==> config.mk <==
export PLATFORM = sky130hd
export DESIGN_NAME = hl_button_conditioner
export DESIGN_NICKNAME = d
export VERILOG_FILES = /design/src/rtl/hl_button_conditioner.sv
export SDC_FILE = /design/constraint.sdc
export NUM_CORES = 1
export LEC_CHECK = 0
export ABC_AREA = 1
export ABC_CLOCK_PERIOD_IN_PS = 1050
export CAP_MARGIN = 20
export CORE_ASPECT_RATIO = 0.8
export CORE_UTILIZATION = 50
export CTS_BUF_LIST = sky130_fd_sc_hd__clkbuf_16
export CTS_CLUSTER_DIAMETER = 200
export CTS_CLUSTER_SIZE = 20
export DETAILED_ROUTE_END_ITERATION = 12
export PLACE_DENSITY = 0.73
export SETUP_SLACK_MARGIN = 0.5
export SYNTH_ARGS = -nofsm -noshare
export SYNTH_HDL_FRONTEND = slang
export SYNTH_SLANG_ARGS = --single-unit
export TNS_END_PERCENT = 30
==> constraint.sdc <==
create_clock -name clk -period 1.05 [get_ports clk]
set_clock_uncertainty 0.05 [all_clocks]
set_input_delay 0.21 -clock clk [delete_from_list [all_inputs] [get_ports clk]]
set_output_delay 0.21 -clock clk [all_outputs]
set_load 0.02 [all_outputs]
==> src/rtl/hl_button_conditioner.sv <==
// hl_button_conditioner
//   Conditions the raw up/down push-buttons of the half-life timer into clean,
//   single-cycle count-step strobes. Each channel runs a 2-flop synchroniser,
//   then a debouncer, then rising-edge press detection, and optionally an
//   auto-repeat FSM for held buttons. When both debounced levels are high the
//   channels are mutually inhibited.
//
//   Optional feature macro: HL_AUTOREPEAT_EN
//     defined   : the WAIT/REPEAT auto-repeat FSM and its counter are built in
//     undefined : each debounced press gives exactly one pulse
//
//   Ports (top):
//     clk        in   system clock
//     reset      in   asynchronous, active-high reset
//     up_raw     in   raw up button (asynchronous)
//     down_raw   in   raw down button (asynchronous)
//     up_pulse   out  one-cycle count-up strobe
//     down_pulse out  one-cycle count-down strobe
//     up_level   out  debounced up level
//     down_level out  debounced down level
//     conflict   out  both debounced levels high

// One button channel: sync -> debounce -> press edge -> optional repeat.
//   clk, reset : clock / async active-high reset
//   raw        : raw button pin
//   inhibit    : conflict from the other channel; blocks pulses, parks FSM
//   level      : debounced level
//   pulse      : gated count strobe
module hl_btn_channel #(
  parameter int DEBOUNCE_CYCLES = 16,
`ifdef HL_AUTOREPEAT_EN
  parameter int REPEAT_DELAY    = 64,
  parameter int REPEAT_RATE     = 16,
`endif
  parameter int CNT_W           = 8
) (
  input  logic clk,
  input  logic reset,
  input  logic raw,
  input  logic inhibit,
  output logic level,
  output logic pulse
);

  localparam logic [CNT_W-1:0] DEB_MAX = CNT_W'(DEBOUNCE_CYCLES - 1);

  logic             sync_m;
  logic             sync_q;
  logic [CNT_W-1:0] deb_cnt;
  logic             level_q;
  logic             level_d;
  logic             press_q;
  logic             rpt_pulse;

  // 2-flop synchroniser; raw is asynchronous to clk.
  always_ff @(posedge clk or posedge reset) begin
    if (reset) begin
      sync_m <= 1'b0;
      sync_q <= 1'b0;
    end else begin
      sync_m <= raw;
      sync_q <= sync_m;
    end
  end

  // Debounce: the synchronised input must disagree with the accepted level
  // for DEBOUNCE_CYCLES consecutive cycles before the level flips. Any
  // agreeing sample restarts the count, so the counter never passes DEB_MAX.
  always_ff @(posedge clk or posedge reset) begin
    if (reset) begin
      deb_cnt <= '0;
      level_q <= 1'b0;
    end else if (sync_q == level_q) begin
      deb_cnt <= '0;
    end else if (deb_cnt == DEB_MAX) begin
      deb_cnt <= '0;
      level_q <= ~level_q;
    end else begin
      deb_cnt <= deb_cnt + 1'b1;
    end
  end

  // Registered press strobe, one cycle after the level rises.
  always_ff @(posedge clk or posedge reset) begin
    if (reset) begin
      level_d <= 1'b0;
      press_q <= 1'b0;
    end else begin
      level_d <= level_q;
      press_q <= level_q & ~level_d;
    end
  end

`ifdef HL_AUTOREPEAT_EN
  localparam logic [CNT_W-1:0] DLY_MAX  = CNT_W'(REPEAT_DELAY - 1);
  localparam logic [CNT_W-1:0] RATE_MAX = CNT_W'(REPEAT_RATE - 1);

  typedef enum logic [1:0] {ST_IDLE, ST_WAIT, ST_RPT} rpt_st_t;

  rpt_st_t          state;
  rpt_st_t          state_nxt;
  logic [CNT_W-1:0] rpt_cnt;
  logic [CNT_W-1:0] rpt_cnt_nxt;

  // State register.
  always_ff @(posedge clk or posedge reset) begin
    if (reset) begin
      state   <= ST_IDLE;
      rpt_cnt <= '0;
    end else begin
      state   <= state_nxt;
      rpt_cnt <= rpt_cnt_nxt;
    end
  end

  // Next state. Level falling or a conflict always parks the FSM in IDLE, so
  // after a conflict clears the surviving button needs a fresh press.
  always_comb begin
    state_nxt   = state;
    rpt_cnt_nxt = rpt_cnt;
    if (inhibit || !level_q) begin
      state_nxt   = ST_IDLE;
      rpt_cnt_nxt = '0;
    end else begin
      case (state)
        ST_IDLE: begin
          rpt_cnt_nxt = '0;
          if (press_q) state_nxt = ST_WAIT;
        end
        ST_WAIT: begin
          if (rpt_cnt == DLY_MAX) begin
            state_nxt   = ST_RPT;
            rpt_cnt_nxt = '0;
          end else begin
            rpt_cnt_nxt = rpt_cnt + 1'b1;
          end
        end
        ST_RPT: begin
          if (rpt_cnt == RATE_MAX) rpt_cnt_nxt = '0;
          else                     rpt_cnt_nxt = rpt_cnt + 1'b1;
        end
        default: begin
          state_nxt   = ST_IDLE;
          rpt_cnt_nxt = '0;
        end
      endcase
    end
  end

  // Output decode; gating on level suppresses a repeat in the cycle the
  // debounced level has already dropped.
  always_comb begin
    rpt_pulse = 1'b0;
    if (level_q && !inhibit) begin
      if (state == ST_WAIT && rpt_cnt == DLY_MAX) rpt_pulse = 1'b1;
      if (state == ST_RPT  && rpt_cnt == RATE_MAX) rpt_pulse = 1'b1;
    end
  end
`else
  assign rpt_pulse = 1'b0;
`endif

  assign level = level_q;
  assign pulse = (press_q | rpt_pulse) & ~inhibit;

endmodule

module hl_button_conditioner #(
  parameter int DEBOUNCE_CYCLES = 16,
  parameter int REPEAT_DELAY    = 64,
  parameter int REPEAT_RATE     = 16,
  parameter int CNT_W           = 8
) (
  input  logic clk,
  input  logic reset,
  input  logic up_raw,
  input  logic down_raw,
  output logic up_pulse,
  output logic down_pulse,
  output logic up_level,
  output logic down_level,
  output logic conflict
);

  // Counters compare against value-1, so each value must fit in CNT_W bits.
  // An undersized CNT_W shows up as this named block in the elaborated tree.
  if ((DEBOUNCE_CYCLES >= (1 << CNT_W)) || (REPEAT_DELAY >= (1 << CNT_W)) ||
      (REPEAT_RATE >= (1 << CNT_W))) begin : g_cnt_w_too_small
  end

  // Both strobes are gated by conflict, so they can never be high together.
  assign conflict = up_level & down_level;

  hl_btn_channel #(
    .DEBOUNCE_CYCLES (DEBOUNCE_CYCLES),
`ifdef HL_AUTOREPEAT_EN
    .REPEAT_DELAY    (REPEAT_DELAY),
    .REPEAT_RATE     (REPEAT_RATE),
`endif
    .CNT_W           (CNT_W)
  ) u_up (
    .clk     (clk),
    .reset   (reset),
    .raw     (up_raw),
    .inhibit (conflict),
    .level   (up_level),
    .pulse   (up_pulse)
  );

  hl_btn_channel #(
    .DEBOUNCE_CYCLES (DEBOUNCE_CYCLES),
`ifdef HL_AUTOREPEAT_EN
    .REPEAT_DELAY    (REPEAT_DELAY),
    .REPEAT_RATE     (REPEAT_RATE),
`endif
    .CNT_W           (CNT_W)
  ) u_down (
    .clk     (clk),
    .reset   (reset),
    .raw     (down_raw),
    .inhibit (conflict),
    .level   (down_level),
    .pulse   (down_pulse)
  );

endmodule

==> metrics.txt <==
fin nets 175; Die Y 45.5 um; Initial Utilization 53.7%; failing checks setup timing; crit path capture down_pulse; GRT overflow 0; Final Hold Fails 0; worst slew pin tran 0.253 ns; register area share after synthesis 55.1%; I/O Pins 9; clock buffer count from CTS 3; drt first pass iters 4; Slowest-stage cell, CP dfrtp_2; htree depth 1; Period Utilization, post-route 120%; setup_tns -2.61 ns; Rel. slew slack 83.1%; RSZ-0062 raised after global routing true; final wirelength 2.70 mm; gp weighted congestion 0.756; Max Cap Viol 0; Area Growth Syn to Fin 46.0%; RR Endpoint u_down.deb_cnt[3]$_DFF_PP0_; Hold Crit Class in -> async; DRC 0; Reg2Reg Setup Slack -0.16 ns; buffer depth of the longest clock path 2; # setup viols final 23; root buf cell clkbuf_16; WP buf/inv 2; WP depth 4; Syn Nets 141; minimum clock period 1.26 ns; Worst-Skew Late Latency 0.27 ns; post-route ant nets 0; critical path class reg -> out; yosys warns 0; dpl hpwl 1.61 mm; Critical Path Fanout Max 3; gr usage total 20.7%; peak supply drop 0.00142 V; number of synthesized register bits 26; synth unique cells 17; CP startpoint kind register; top achievable clock speed 0.791 GHz; Tot Pwr 2.36 mW; Max stage delay on crit path 0.41 ns; post-route setup slack -0.214 ns; Cell Chain, Critical Path nand2_2 -> inv_4 -> nor2_4 -> buf_6; die width 56.3 um; DR vias 974; n_diodes 0; Post-Syn Area 1180 um^2; Arr. time, crit path 1.00 ns; CTS Hold Buffers Added 0; Critical Path Source u_down.level$_DFFE_PP0P_; largest net degree at the start of global routing 16; status finished, violations left; Critical Path End Type output port; Pleak 0.835 nW; Reg2Reg Depth 4; drt wl/cell 14.0 um; Mean Syn Cell Area 8.74 um^2; Clock transition at path regs 0.07 ns; Die Area 2560 um^2; Crit path max-delay family flip-flops; antenna violations before repair 0; fraction of layout cells with a size suffix above 1 42.3%; Post-Synthesis Cells 135; first-pass GRT wire length 3.86 mm; Vias/cell 5.05; IO Port Bufs 8; PwrDens 1370 nW/um^2; reg-to-reg startpoint u_down.deb_cnt[7]$_DFF_PP0_; vias in the first global route 914; Max Slew Vio Count 0; core box area 2200 um^2; clk sinks 26; # rows 15; CTS tree yes; CP Data Required Time 0.79 ns; fill count 130; Initial DRC Count 21
[layout make-up]
| type | instances | area (um^2) | area share (%) |
|---|---|---|---|
| Clock inverter | 1 | 30.0 | 1.74 |
| Clock buffer | 3 | 75.1 | 4.36 |
| Multi-Input combinational cell | 87 | 582 | 33.8 |
| Sequential cell | 26 | 653 | 37.9 |
| Inverter | 22 | 90.1 | 5.23 |
| Timing Repair Buffer | 29 | 262 | 15.2 |
| Tap cell | 25 | 31.3 | 1.82 |
[sequential cells by signal, summed over array words and instances (netlist names)]
name            flops
u_down.deb_cnt      8
u_up.deb_cnt        8
u_down.level        1
u_down.level_d      1
u_down.press_q      1
u_down.sync_m       1
u_down.sync_q       1
u_up.level          1
u_up.level_d        1
u_up.press_q        1
u_up.sync_m         1
u_up.sync_q         1
[worst min-delay path, cell delays in order]
cell,delay [ns]
clkdlybuf4s50_1,0.39
inv_1,0.12
buf_12,0.16
[repair_timing]
item                       in CTS  in global routing
setup endpoints to repair      27                 39
setup buffers                   4                  1
gates resized for setup        44                 14
pin swaps                       9                 11
[worst min-delay path by stage]
stage,start,end,slack (ns),depth (start not counted)
after floorplan,down_raw,u_down.sync_m$_DFF_PP0_,0.19,0
after global placement,u_down.sync_m$_DFF_PP0_,u_down.sync_q$_DFF_PP0_,0.28,0
after detailed placement,u_down.sync_m$_DFF_PP0_,u_down.sync_q$_DFF_PP0_,0.29,0
after CTS,reset,u_down.deb_cnt[5]$_DFF_PP0_,0.22,3
after global routing,reset,u_down.deb_cnt[5]$_DFF_PP0_,0.27,3
final,reset,u_down.deb_cnt[5]$_DFF_PP0_,0.23,3
[synth_stat cells, drive strengths merged]
cell	number	area [um^2]
a21oi	2	10.0
dfrtp	26	651
ha	2	25.0
inv	22	82.6
nand2	33	134
nand3	10	50.1
nor2	28	130
nor3	2	10.0
o21ai	6	37.5
xnor2	2	32.5
xor2	2	17.5
[kinds of logic after synthesis]
logic type,after synthesis,share of synthesized area (%)
AO/OA/AOI/OAI,8,4.03
adder cells (fa/ha/maj),2,2.12
buffers and inverters,22,7.00
flip-flops,26,55.1
XOR/XNOR,4,4.24
AND/OR/NAND/NOR,73,27.5
[stage by stage]
step	setup slack [ns]	hold WS [ns]	cells	util [%]	instance area (um^2)
floorplan	-0.0580	0.191	135	-	1220
global placement	-0.405	0.284	184	66.9	1470
detailed placement	-0.418	0.291	184	66.9	1470
CTS	-0.218	0.220	192	75.7	1660
global route	-0.253	0.273	193	78.5	1720
finish	-0.214	0.233	193	78.5	1720
[placed cells by master (no fill, tap or decap)]
master and count:
nand3_1 8, nor2_1 17, inv_4 3, nand2_2 6, dfrtp_1 24, nor3_4 1
nor2_2 6, xor2_1 2, o21ai_2 1, nor3_2 1, buf_4 17, clkbuf_16 3
nand3_2 2, nor2_4 5, ha_2 2, inv_2 3, clkdlybuf4s50_1 3, buf_12 1
o21ai_4 2, o21ai_1 3, a21oi_2 2, xnor2_4 2, buf_2 1, nand2_1 24
inv_1 16, bufinv_16 1, buf_6 7, dfrtp_2 2, nand2_4 3
[per-layer routing]
metal,up-vias,part of all wire (%),GRT usage [%]
met2,21,52,41.4
met5,-,0,0
met4,0,2.3,2.93
li1,472,-,-
met1,477,42,22.7
met3,4,3.6,5.97
[power breakdown]
part / leakage, nW / internal [mW] / switching [mW] / total [mW]
combinational: 0.438 / 0.0994 / 0.0926 / 0.192
sequential: 0.346 / 1.03 / 0.0242 / 1.05
clock: 0.0511 / 0.759 / 0.356 / 1.11
total: 0.835 / 1.89 / 0.473 / 2.36
Power figures use the tool's default switching activity.
